===== src/rtl/ysyx_22040931_if_stage_pkg.sv =====
// rtl/ysyx_22040931_if_stage_pkg.sv - shared reset PC, fetch FSM states and jump-type codes
package ysyx_22040931_if_stage_pkg;

   localparam logic [63:0] ysyx_22040931_RESET_PC = 64'h8000_0000;

   // Jump-type codes as produced by decode
   localparam logic [1:0] ysyx_22040931_JT_NONE = 2'b00;
   localparam logic [1:0] ysyx_22040931_JT_B    = 2'b01;
   localparam logic [1:0] ysyx_22040931_JT_JAL  = 2'b10;
   localparam logic [1:0] ysyx_22040931_JT_JALR = 2'b11;

   typedef enum logic [1:0] {
      ysyx_22040931_IF_IDLE = 2'd0,
      ysyx_22040931_IF_WAIT = 2'd1,
      ysyx_22040931_IF_DROP = 2'd2
   } if_state_t;

endpackage


===== src/rtl/ysyx_22040931_if_stage_bpu.sv =====
// rtl/ysyx_22040931_if_stage_bpu.sv - direct-mapped BTB with 2-bit counters, one lookup and one update port
module ysyx_22040931_BPU
   import ysyx_22040931_if_stage_pkg::*;
#(
   parameter int PC_W  = 64,
   parameter int IDX_W = 4
) (
   input  logic            clock,
   input  logic            reset,
   input  logic [PC_W-1:0] lookup_pc,
   output logic            pred_taken,
   output logic [PC_W-1:0] pred_target,
   input  logic            upd_en,
   input  logic [PC_W-1:0] upd_pc,
   input  logic            upd_taken,
   input  logic [PC_W-1:0] upd_target
);

   localparam int TAG_W = PC_W - IDX_W - 2;
   localparam int DEPTH = 1 << IDX_W;

   logic [DEPTH-1:0] valid;
   logic [1:0]       ctr    [DEPTH];
   logic [TAG_W-1:0] tag    [DEPTH];
   logic [PC_W-1:0]  target [DEPTH];

   logic [IDX_W-1:0] l_idx;
   logic [IDX_W-1:0] u_idx;
   logic [TAG_W-1:0] l_tag;
   logic [TAG_W-1:0] u_tag;
   logic             upd_hit;
   logic             unused_low;

   assign l_idx      = lookup_pc[IDX_W+1:2];
   assign l_tag      = lookup_pc[PC_W-1:IDX_W+2];
   assign u_idx      = upd_pc[IDX_W+1:2];
   assign u_tag      = upd_pc[PC_W-1:IDX_W+2];
   assign unused_low = ^{lookup_pc[1:0], upd_pc[1:0]};

   assign pred_taken  = valid[l_idx] && (tag[l_idx] == l_tag) && ctr[l_idx][1];
   assign pred_target = target[l_idx];
   assign upd_hit     = valid[u_idx] && (tag[u_idx] == u_tag);

   // Lookup is combinational off the old array, so a same-index update is seen next cycle
   always_ff @(posedge clock or negedge reset) begin
      if (!reset) begin
         for (int i = 0; i < DEPTH; i++) begin
            valid[i]  <= 1'b0;
            ctr[i]    <= 2'b00;
            tag[i]    <= '0;
            target[i] <= '0;
         end
      end else if (upd_en) begin
         if (upd_hit) begin
            if (upd_taken) begin
               if (ctr[u_idx] != 2'b11) ctr[u_idx] <= ctr[u_idx] + 2'd1;
               target[u_idx] <= upd_target;
            end else if (ctr[u_idx] != 2'b00) begin
               ctr[u_idx] <= ctr[u_idx] - 2'd1;
            end
         end else if (upd_taken) begin
            valid[u_idx]  <= 1'b1;
            ctr[u_idx]    <= 2'b10;
            tag[u_idx]    <= u_tag;
            target[u_idx] <= upd_target;
         end
      end
   end

endmodule


===== src/rtl/ysyx_22040931_if_stage.sv =====
// rtl/ysyx_22040931_if_stage.sv - fetch stage: PC, one-outstanding imem fetch, skid buffer, BTB under YSYX_22040931_BPU_EN
module ysyx_22040931_if_stage
   import ysyx_22040931_if_stage_pkg::*;
#(
   parameter int              PC_W      = 64,
   parameter int              INST_W    = 32,
   parameter int              BTB_IDX_W = 4,
   parameter logic [PC_W-1:0] RESET_PC  = PC_W'(ysyx_22040931_RESET_PC)
) (
   input  logic              clock,
   input  logic              reset,
   output logic              imem_req,
   output logic [PC_W-1:0]   imem_addr,
   input  logic              imem_rvalid,
   input  logic [INST_W-1:0] imem_rdata,
   input  logic              load_stall,
   input  logic              id_valid,
   input  logic [PC_W-1:0]   id_pc,
   input  logic              id_error_pre,
   input  logic              id_mux_pc,
   input  logic [PC_W-1:0]   id_branch,
   input  logic [1:0]        id_jumptype,
   output logic              valid_o,
   output logic [PC_W-1:0]   pc_o,
   output logic [INST_W-1:0] instr_o,
   output logic              pre_jump,
   output logic [PC_W-1:0]   pre_branch
);

   if_state_t         state;
   if_state_t         state_nxt;
   logic [PC_W-1:0]   fetch_pc;
   logic [PC_W-1:0]   next_pc;
   logic [PC_W-1:0]   fix_pc;
   logic              redirect;
   logic              issue;
   logic              deliver;
   logic              pred_taken;
   logic [PC_W-1:0]   pred_target;

   logic [PC_W-1:0]   req_pc;
   logic              req_pj;
   logic [PC_W-1:0]   req_pb;

   logic              skid_valid;
   logic [PC_W-1:0]   skid_pc;
   logic [INST_W-1:0] skid_instr;
   logic              skid_pj;
   logic [PC_W-1:0]   skid_pb;

   // Decode operands are stale during a load-use stall, so its verdict waits
   assign redirect = id_valid & ~load_stall & id_error_pre;
   assign fix_pc   = id_mux_pc ? id_branch : id_pc + PC_W'(4);

   // An IDLE cycle that redirects must not fetch the wrong-path fetch_pc
   assign issue     = reset & (state == ysyx_22040931_IF_IDLE) & ~skid_valid & ~redirect;
   assign imem_req  = issue;
   assign imem_addr = fetch_pc;
   assign deliver   = (state == ysyx_22040931_IF_WAIT) & imem_rvalid & ~redirect;
   assign next_pc   = pred_taken ? pred_target : fetch_pc + PC_W'(4);

`ifdef YSYX_22040931_BPU_EN
   logic train;

   assign train = id_valid & ~load_stall & (id_jumptype != ysyx_22040931_JT_NONE);

   ysyx_22040931_BPU #(
      .PC_W  (PC_W),
      .IDX_W (BTB_IDX_W)
   ) u_bpu (
      .clock       (clock),
      .reset       (reset),
      .lookup_pc   (fetch_pc),
      .pred_taken  (pred_taken),
      .pred_target (pred_target),
      .upd_en      (train),
      .upd_pc      (id_pc),
      .upd_taken   (id_mux_pc),
      .upd_target  (id_branch)
   );
`else
   logic unused_train;

   assign pred_taken   = 1'b0;
   assign pred_target  = '0;
   assign unused_train = ^id_jumptype;
`endif

   always_comb begin
      state_nxt = state;
      case (state)
         ysyx_22040931_IF_IDLE: if (issue) state_nxt = ysyx_22040931_IF_WAIT;
         ysyx_22040931_IF_WAIT: begin
            if (imem_rvalid)   state_nxt = ysyx_22040931_IF_IDLE;
            else if (redirect) state_nxt = ysyx_22040931_IF_DROP;
         end
         ysyx_22040931_IF_DROP: if (imem_rvalid) state_nxt = ysyx_22040931_IF_IDLE;
         default:               state_nxt = ysyx_22040931_IF_IDLE;
      endcase
   end

   always_ff @(posedge clock or negedge reset) begin
      if (!reset) begin
         state      <= ysyx_22040931_IF_IDLE;
         fetch_pc   <= RESET_PC;
         req_pc     <= '0;
         req_pj     <= 1'b0;
         req_pb     <= '0;
         skid_valid <= 1'b0;
         skid_pc    <= '0;
         skid_instr <= '0;
         skid_pj    <= 1'b0;
         skid_pb    <= '0;
         valid_o    <= 1'b0;
         pc_o       <= '0;
         instr_o    <= '0;
         pre_jump   <= 1'b0;
         pre_branch <= '0;
      end else begin
         state <= state_nxt;

         if (redirect)   fetch_pc <= fix_pc;
         else if (issue) fetch_pc <= next_pc;

         if (issue) begin
            req_pc <= fetch_pc;
            req_pj <= pred_taken;
            req_pb <= pred_taken ? pred_target : '0;
         end

         if (redirect) begin
            valid_o    <= 1'b0;
            skid_valid <= 1'b0;
         end else if (deliver) begin
            if (!valid_o || !load_stall) begin
               valid_o    <= 1'b1;
               pc_o       <= req_pc;
               instr_o    <= imem_rdata;
               pre_jump   <= req_pj;
               pre_branch <= req_pb;
            end else begin
               skid_valid <= 1'b1;
               skid_pc    <= req_pc;
               skid_instr <= imem_rdata;
               skid_pj    <= req_pj;
               skid_pb    <= req_pb;
            end
         end else if (!load_stall) begin
            // No fetch is outstanding while the skid holds a word, so drain never races delivery
            if (skid_valid) begin
               valid_o    <= 1'b1;
               pc_o       <= skid_pc;
               instr_o    <= skid_instr;
               pre_jump   <= skid_pj;
               pre_branch <= skid_pb;
               skid_valid <= 1'b0;
            end else begin
               valid_o <= 1'b0;
            end
         end
      end
   end

endmodule


===== config.mk =====
export PLATFORM = sky130hd
export DESIGN_NAME = ysyx_22040931_if_stage
export DESIGN_NICKNAME = d
export VERILOG_FILES = /design/src/rtl/ysyx_22040931_if_stage_pkg.sv /design/src/rtl/ysyx_22040931_if_stage_bpu.sv /design/src/rtl/ysyx_22040931_if_stage.sv
export SDC_FILE = /design/constraint.sdc
export NUM_CORES = 1
export LEC_CHECK = 0
export ABC_AREA = 0
export CORE_MARGIN = 4
export CORE_UTILIZATION = 52
export CTS_BUF_LIST = sky130_fd_sc_hd__clkbuf_16
export CTS_CLUSTER_DIAMETER = 60
export DETAILED_ROUTE_END_ITERATION = 8
export GPL_TIMING_DRIVEN = 0
export PLACE_DENSITY = 0.79
export SETUP_SLACK_MARGIN = 0.1
export SYNTH_ARGS = -nofsm -noshare
export SYNTH_HDL_FRONTEND = slang
export SYNTH_SLANG_ARGS = --single-unit

===== constraint.sdc =====
create_clock -name clock -period 3.95 [get_ports clock]
set_input_delay 0.395 -clock clock [delete_from_list [all_inputs] [get_ports clock]]
set_output_delay 0.395 -clock clock [all_outputs]
set_load 0.02 [all_outputs]

---- Word level (Yosys, flattened, before mapping) ----
Cells that the tools add are included.
operators by class
  bitwise gates (word level) .............. 11
  mux-type cells .......................... 33
  equality and inequality tests ........... 10
  reductions and logical operators ........ 11
  add/sub/neg operators ................... 2
operators by type and width
  operator                 number
  $mux W64                 11
  $add A64 B3 Y64 const B  2
  $mux W32                 4
  $mux W1                  13
  $mux W2                  4
  $and A1 B1 Y1            7
  $ne A3 B3 Y1 const B     2
  $pmux W2 S3              1
  $reduce_and A3 Y1        2
  $ne A2 B1 Y1 const B     2
  $ne A2 B2 Y1 const B     2
  $not A1 Y1               4
  $reduce_and A2 Y1        2
  $reduce_and A4 Y1        1
  $reduce_bool A2 Y1       2
  $ne A3 B1 Y1 const B     1
  $ne A3 B2 Y1 const B     1
  $eq A2 B1 Y1 const B     1
  $eq A2 B2 Y1 const B     1
  $logic_not A1 Y1         2
  $logic_not A2 Y1         1
  $logic_or A1 B1 Y1       1
word-level totals
  flip-flop bits (word level) ............. 389
  bits of input ports ..................... 169

---- Logic depth before layout (Yosys ltp) ----
  depth after elaboration ................. 7
  mapped depth ............................ 9
  gate-level depth less buffers ........... 7

---- Worst setup path before layout ----
No wires, ideal clock.
  kind .................................... reg2reg
  start point ............................. reg fetch_pc[31] (netlist: imem_addr[31])
  end point ............................... reg fetch_pc[63] (netlist: imem_addr[63])
  data arrival time ....................... 2.229 ns
  required time ........................... 3.816 ns
  path slack .............................. 1.587 ns
  setup time .............................. 0.134 ns
  cell stages (with the launch flop) ...... 8
  path through ............................ dfstp_2 -> nand4_1 -> nor4_2 -> or4b_1 -> buf_2 -> o31a_1 -> o21ai_1 -> o211ai_1
between the ends
  longest elaborated chain between the ends .. 3
RTL lines
  item                      RTL line                       text
  start: declaration        ysyx_22040931_if_stage.sv:32   logic [PC_W-1:0] fetch_pc;
  start signal: assignment  ysyx_22040931_if_stage.sv:122  if (redirect) fetch_pc <= fix_pc;
  start signal: assignment  ysyx_22040931_if_stage.sv:123  else if (issue) fetch_pc <= next_pc;
  $add A64 B3 Y64           ysyx_22040931_if_stage.sv:60   assign next_pc = pred_taken ? pred_target : fetch_pc + PC_W'(4);
  $mux W64                  ysyx_22040931_if_stage.sv:123
  $mux W64                  ysyx_22040931_if_stage.sv:122
Every way passes these cells. The select of a mux whose other input is x is not followed.
A chain may end at the register's enable or synchronous reset.

---- Worst setup path in the final report ----
  start point ............................. in reset
  end point ............................... out imem_req
between the ends
  longest elaborated chain between the ends .. 3
RTL lines
  item                         RTL line                      text
  start: declaration           ysyx_22040931_if_stage.sv:11  input logic reset,
  $and A1 B1 Y1 (3 in series)  ysyx_22040931_if_stage.sv:56  assign issue = reset & (state == ysyx_22040931_IF_IDLE) & ~skid_valid & ~redirect;
  end: declaration             ysyx_22040931_if_stage.sv:12  output logic imem_req,
Every way passes these cells.

==> results.sh <==
export IMPL_cp_end_kind="output pin"
export IMPL_critical_path_cell_chain="dlygate4sd3_1, buf_8, buf_16, nor4b_1, buf_2, nand2_1, clkbuf_1, inv_1, clkdlybuf4s50_1"
export IMPL_rsz0062_at_grt="false"
export IMPL_worst_slack_ns=0.3003
export IMPL_cts_root_buf="clkbuf_16"
export IMPL_drt_antenna_violating_nets=0
export IMPL_grt_use_total_pct=30.65
export IMPL_p_comb_share_pct=36.0
export IMPL_wirelength_um=55380
export IMPL_arrival_ns=3.25
export IMPL_worst_path_stages=9
export IMPL_r2r_slack_ns=0.79
export IMPL_ys_seq_elements=324
export IMPL_grt_pass1_vias=15110
export IMPL_n_antenna_cell=0
export IMPL_layout_cells_non_filler=2552
export IMPL_finalCritPeriodShare_pct=92.40
export IMPL_num_rows=65
export IMPL_insertion_delay_ns=0.56
export IMPL_clockBufferDepth=3
export IMPL_ys_flop_type="dfrtp_1"
export IMPL_hold_path_end="instr_o[3]"
export IMPL_grt_overflow=0
export IMPL_firstDrtPassIters=5
export IMPL_netlist_instances=1695
export IMPL_num_io_pins=396
export IMPL_drt_wirelength_per_cell_um=21.70
export IMPL_r2r_end="skid_pc[60]"
export IMPL_yosys_cell_types_count=64
export IMPL_hold_worst_slack_ns=0.4345
export IMPL_synth_edf_count=0
export IMPL_num_fill_cells=2382
export IMPL_cts_max_level=1
export IMPL_hold_viol=0
export IMPL_critPathMaxFanout=10
export IMPL_hp_class="input port to flop"
export IMPL_layout_drive_gt1_share_pct=14.65
export IMPL_cts_resized=0
export IMPL_tightest_slew_ns=1.148
export IMPL_grt_pass1_wl_um=86220
export IMPL_multi_input_area_um2=7812
export IMPL_clkTransAtPathRegs_ns=0.06
export IMPL_p_per_area_nw_per_um2=640.9
export IMPL_place_inst=2489
export IMPL_synth_warnings=0
export IMPL_seqPwrFrac_pct=41.9
export IMPL_syn_area_um2=16640
export IMPL_setup_viol=0
export IMPL_post_cts_buffers=0
export IMPL_clock_fmax_ghz=0.2740
export IMPL_die_h_um=186.9
export IMPL_seq_area_um2=8109
export IMPL_r2r_start="state[1]"
export IMPL_place_gp_congestion=0.9266
export IMPL_status="finished clean"
export IMPL_fin_nets=2296
export IMPL_max_cap_violations=0
export IMPL_pwr_share_clk_pct=22.1
export IMPL_area_growth_pct=31.51
export IMPL_dpl_worst_slack_ns=0.03715
export IMPL_cts_tree="built"
export IMPL_slew_headroom_pct=22.79
export IMPL_syn_avg_cell_area_um2=9.816
export IMPL_period_minus_slack_ns=3.650
export IMPL_vias=14890
export IMPL_holdPathStages=3
export IMPL_slew_violations=0
export IMPL_vdd_drop_max_uv=328.8
export IMPL_switchingPower_mw=5.036
export IMPL_min_from="imem_rdata[3]"
export IMPL_async_flop_share_pct=100.0
export IMPL_drt_initial_drc_count=1277
export IMPL_critPathTopFamily="buffers and inverters"
export IMPL_slowest_stage="clkdlybuf4s50_1"
export IMPL_start_util_pct=52.73
export IMPL_critPathRequiredTime_ns=3.56
export IMPL_viasPerCell=5.833
export IMPL_p_leak_nw=8.922
export IMPL_cp_start_kind="input port"
export IMPL_core_um2=31560
export IMPL_setup_tns_ns=0
export IMPL_dp_hpwl_um=41810
export IMPL_final_cell_mix="clkdlybuf4s50_1, dfrtp_1, nand2_1"
export IMPL_skew_ns=0.01665
export IMPL_reg2regPathDepth=6
export IMPL_p_int_mw=8.989
export IMPL_synth_seq_area_share_pct=48.74
export IMPL_final_common_cell="clkdlybuf4s50_1"
export IMPL_setup_worst_path_class="input port to output pin"
export IMPL_cp_num_buf_inv=7
export IMPL_die_x_um=186.9
export IMPL_die_area_um2=34920
export IMPL_antenna_found_initial=0
export IMPL_switching_share_pct=35.91
export IMPL_cts_num_sinks=324
export IMPL_slowest_delay_ns=0.60
export IMPL_grt_max_degree=124
export IMPL_cts_buffers=31
export IMPL_final_core_util_pct=69.34
export IMPL_port_buffers=326
export IMPL_drc=0
==> worst max-delay path by stage <==
stage                        startpoint            end  slack [ns]
after global routing              reset       imem_req        0.20
final                             reset       imem_req        0.30
after detailed placement          reset       imem_req        0.04
after floorplan           imem_addr[31]  imem_addr[63]        1.59
after CTS                         reset       imem_req        0.30
after global placement            reset     instr_o[3]      -11.16
==> per-layer routing <==
layer  global-route usage, %  up-vias  wire length, µm
li1                        -     6770                -
met1                   40.45     7265            22330
met2                   51.66      755            26450
met3                   5.972       95             4901
met4                   9.471        0             1705
met5                       0        -                0
==> registers in the layout (all words and copies together), names as in the netlist <==
name,flops
instr_o,32
imem_addr,64
req_pc,64
skid_pc,64
valid_o,1
pc_o,64
skid_valid,1
skid_instr,32
state,2
==> cell families after synthesis <==
logic type,Yosys count,synth area share (%)
and+or+nand+nor,683,19.54
DFF,324,48.74
AOI/OAI and AO/OA,240,9.220
buffers and inverters,178,5.753
muxes,175,11.73
xor gates and xnor gates,92,4.843
adders and majority gates,2,0.1504
other,1,0.02254
==> synth_stat cells (8+ instances only) <==
cell type / count / share of area (%)
o22ai_1: 13 / 0.49
dfrtp_1: 323 / 49
nor4_1: 30 / 1.1
a211oi_1: 9 / 0.41
nand2_1: 275 / 6.2
buf_1: 8 / 0.18
nand3_1: 60 / 1.8
and3_1: 17 / 0.64
o211ai_1: 12 / 0.54
inv_1: 13 / 0.29
a31oi_1: 101 / 3.8
buf_2: 9 / 0.27
nor3_1: 36 / 1.1
mux2i_1: 15 / 0.90
xnor2_1: 57 / 3.0
o21ai_0: 41 / 1.2
clkbuf_1: 78 / 1.8
and4_1: 14 / 0.74
nand4_1: 38 / 1.4
mux2_2: 160 / 11
xor2_1: 35 / 1.8
buf_4: 66 / 3.0
nor2_1: 153 / 3.5
nor4_2: 8 / 0.60
or3_1: 10 / 0.38
a21oi_1: 22 / 0.66
==> through the flow <==
step	power, mW	area (µm²)
2_1_floorplan	8.327	16880
5_1_grt	14.69	21880
6_report	14.02	21880
3_3_place_gp	10.66	20640
4_1_cts	14.00	21880
3_5_place_dp	10.86	20700
==> power by group through the flow <==
stage / clock network, mW / logic, mW / registers, mW
floorplan: 0 / 2.05 / 6.28
global placement: 0 / 4.87 / 5.78
detailed placement: 0 / 5.00 / 5.86
CTS: 3.11 / 5.06 / 5.83
global route: 3.25 / 5.42 / 6.02
finish: 3.09 / 5.05 / 5.88
==> worst min-delay path: stages <==
cell and delay (ns):
clkdlybuf4s50_1 0.41, nand2_1 0.07, a31oi_1 0.07
==> cell type report <==
| class | count | share of cell area (%) |
|---|---|---|
| repair buffers | 333 | 15.76 |
| plain buffers | 165 | 4.151 |
| inverters | 13 | 0.2230 |
| multi-input cells | 1257 | 35.70 |
| clock buffers | 31 | 3.545 |
| flip-flops and latches | 324 | 37.06 |
| clock inverters | 27 | 1.258 |
| well taps | 402 | 2.299 |
==> timing repair <==
item                                    CTS  global route
endpoints found under the hold margin    73             0
hold buffers                              4             0
endpoints found under the setup margin    1             0
No activity file was read; power rests on OpenSTA's default activity.
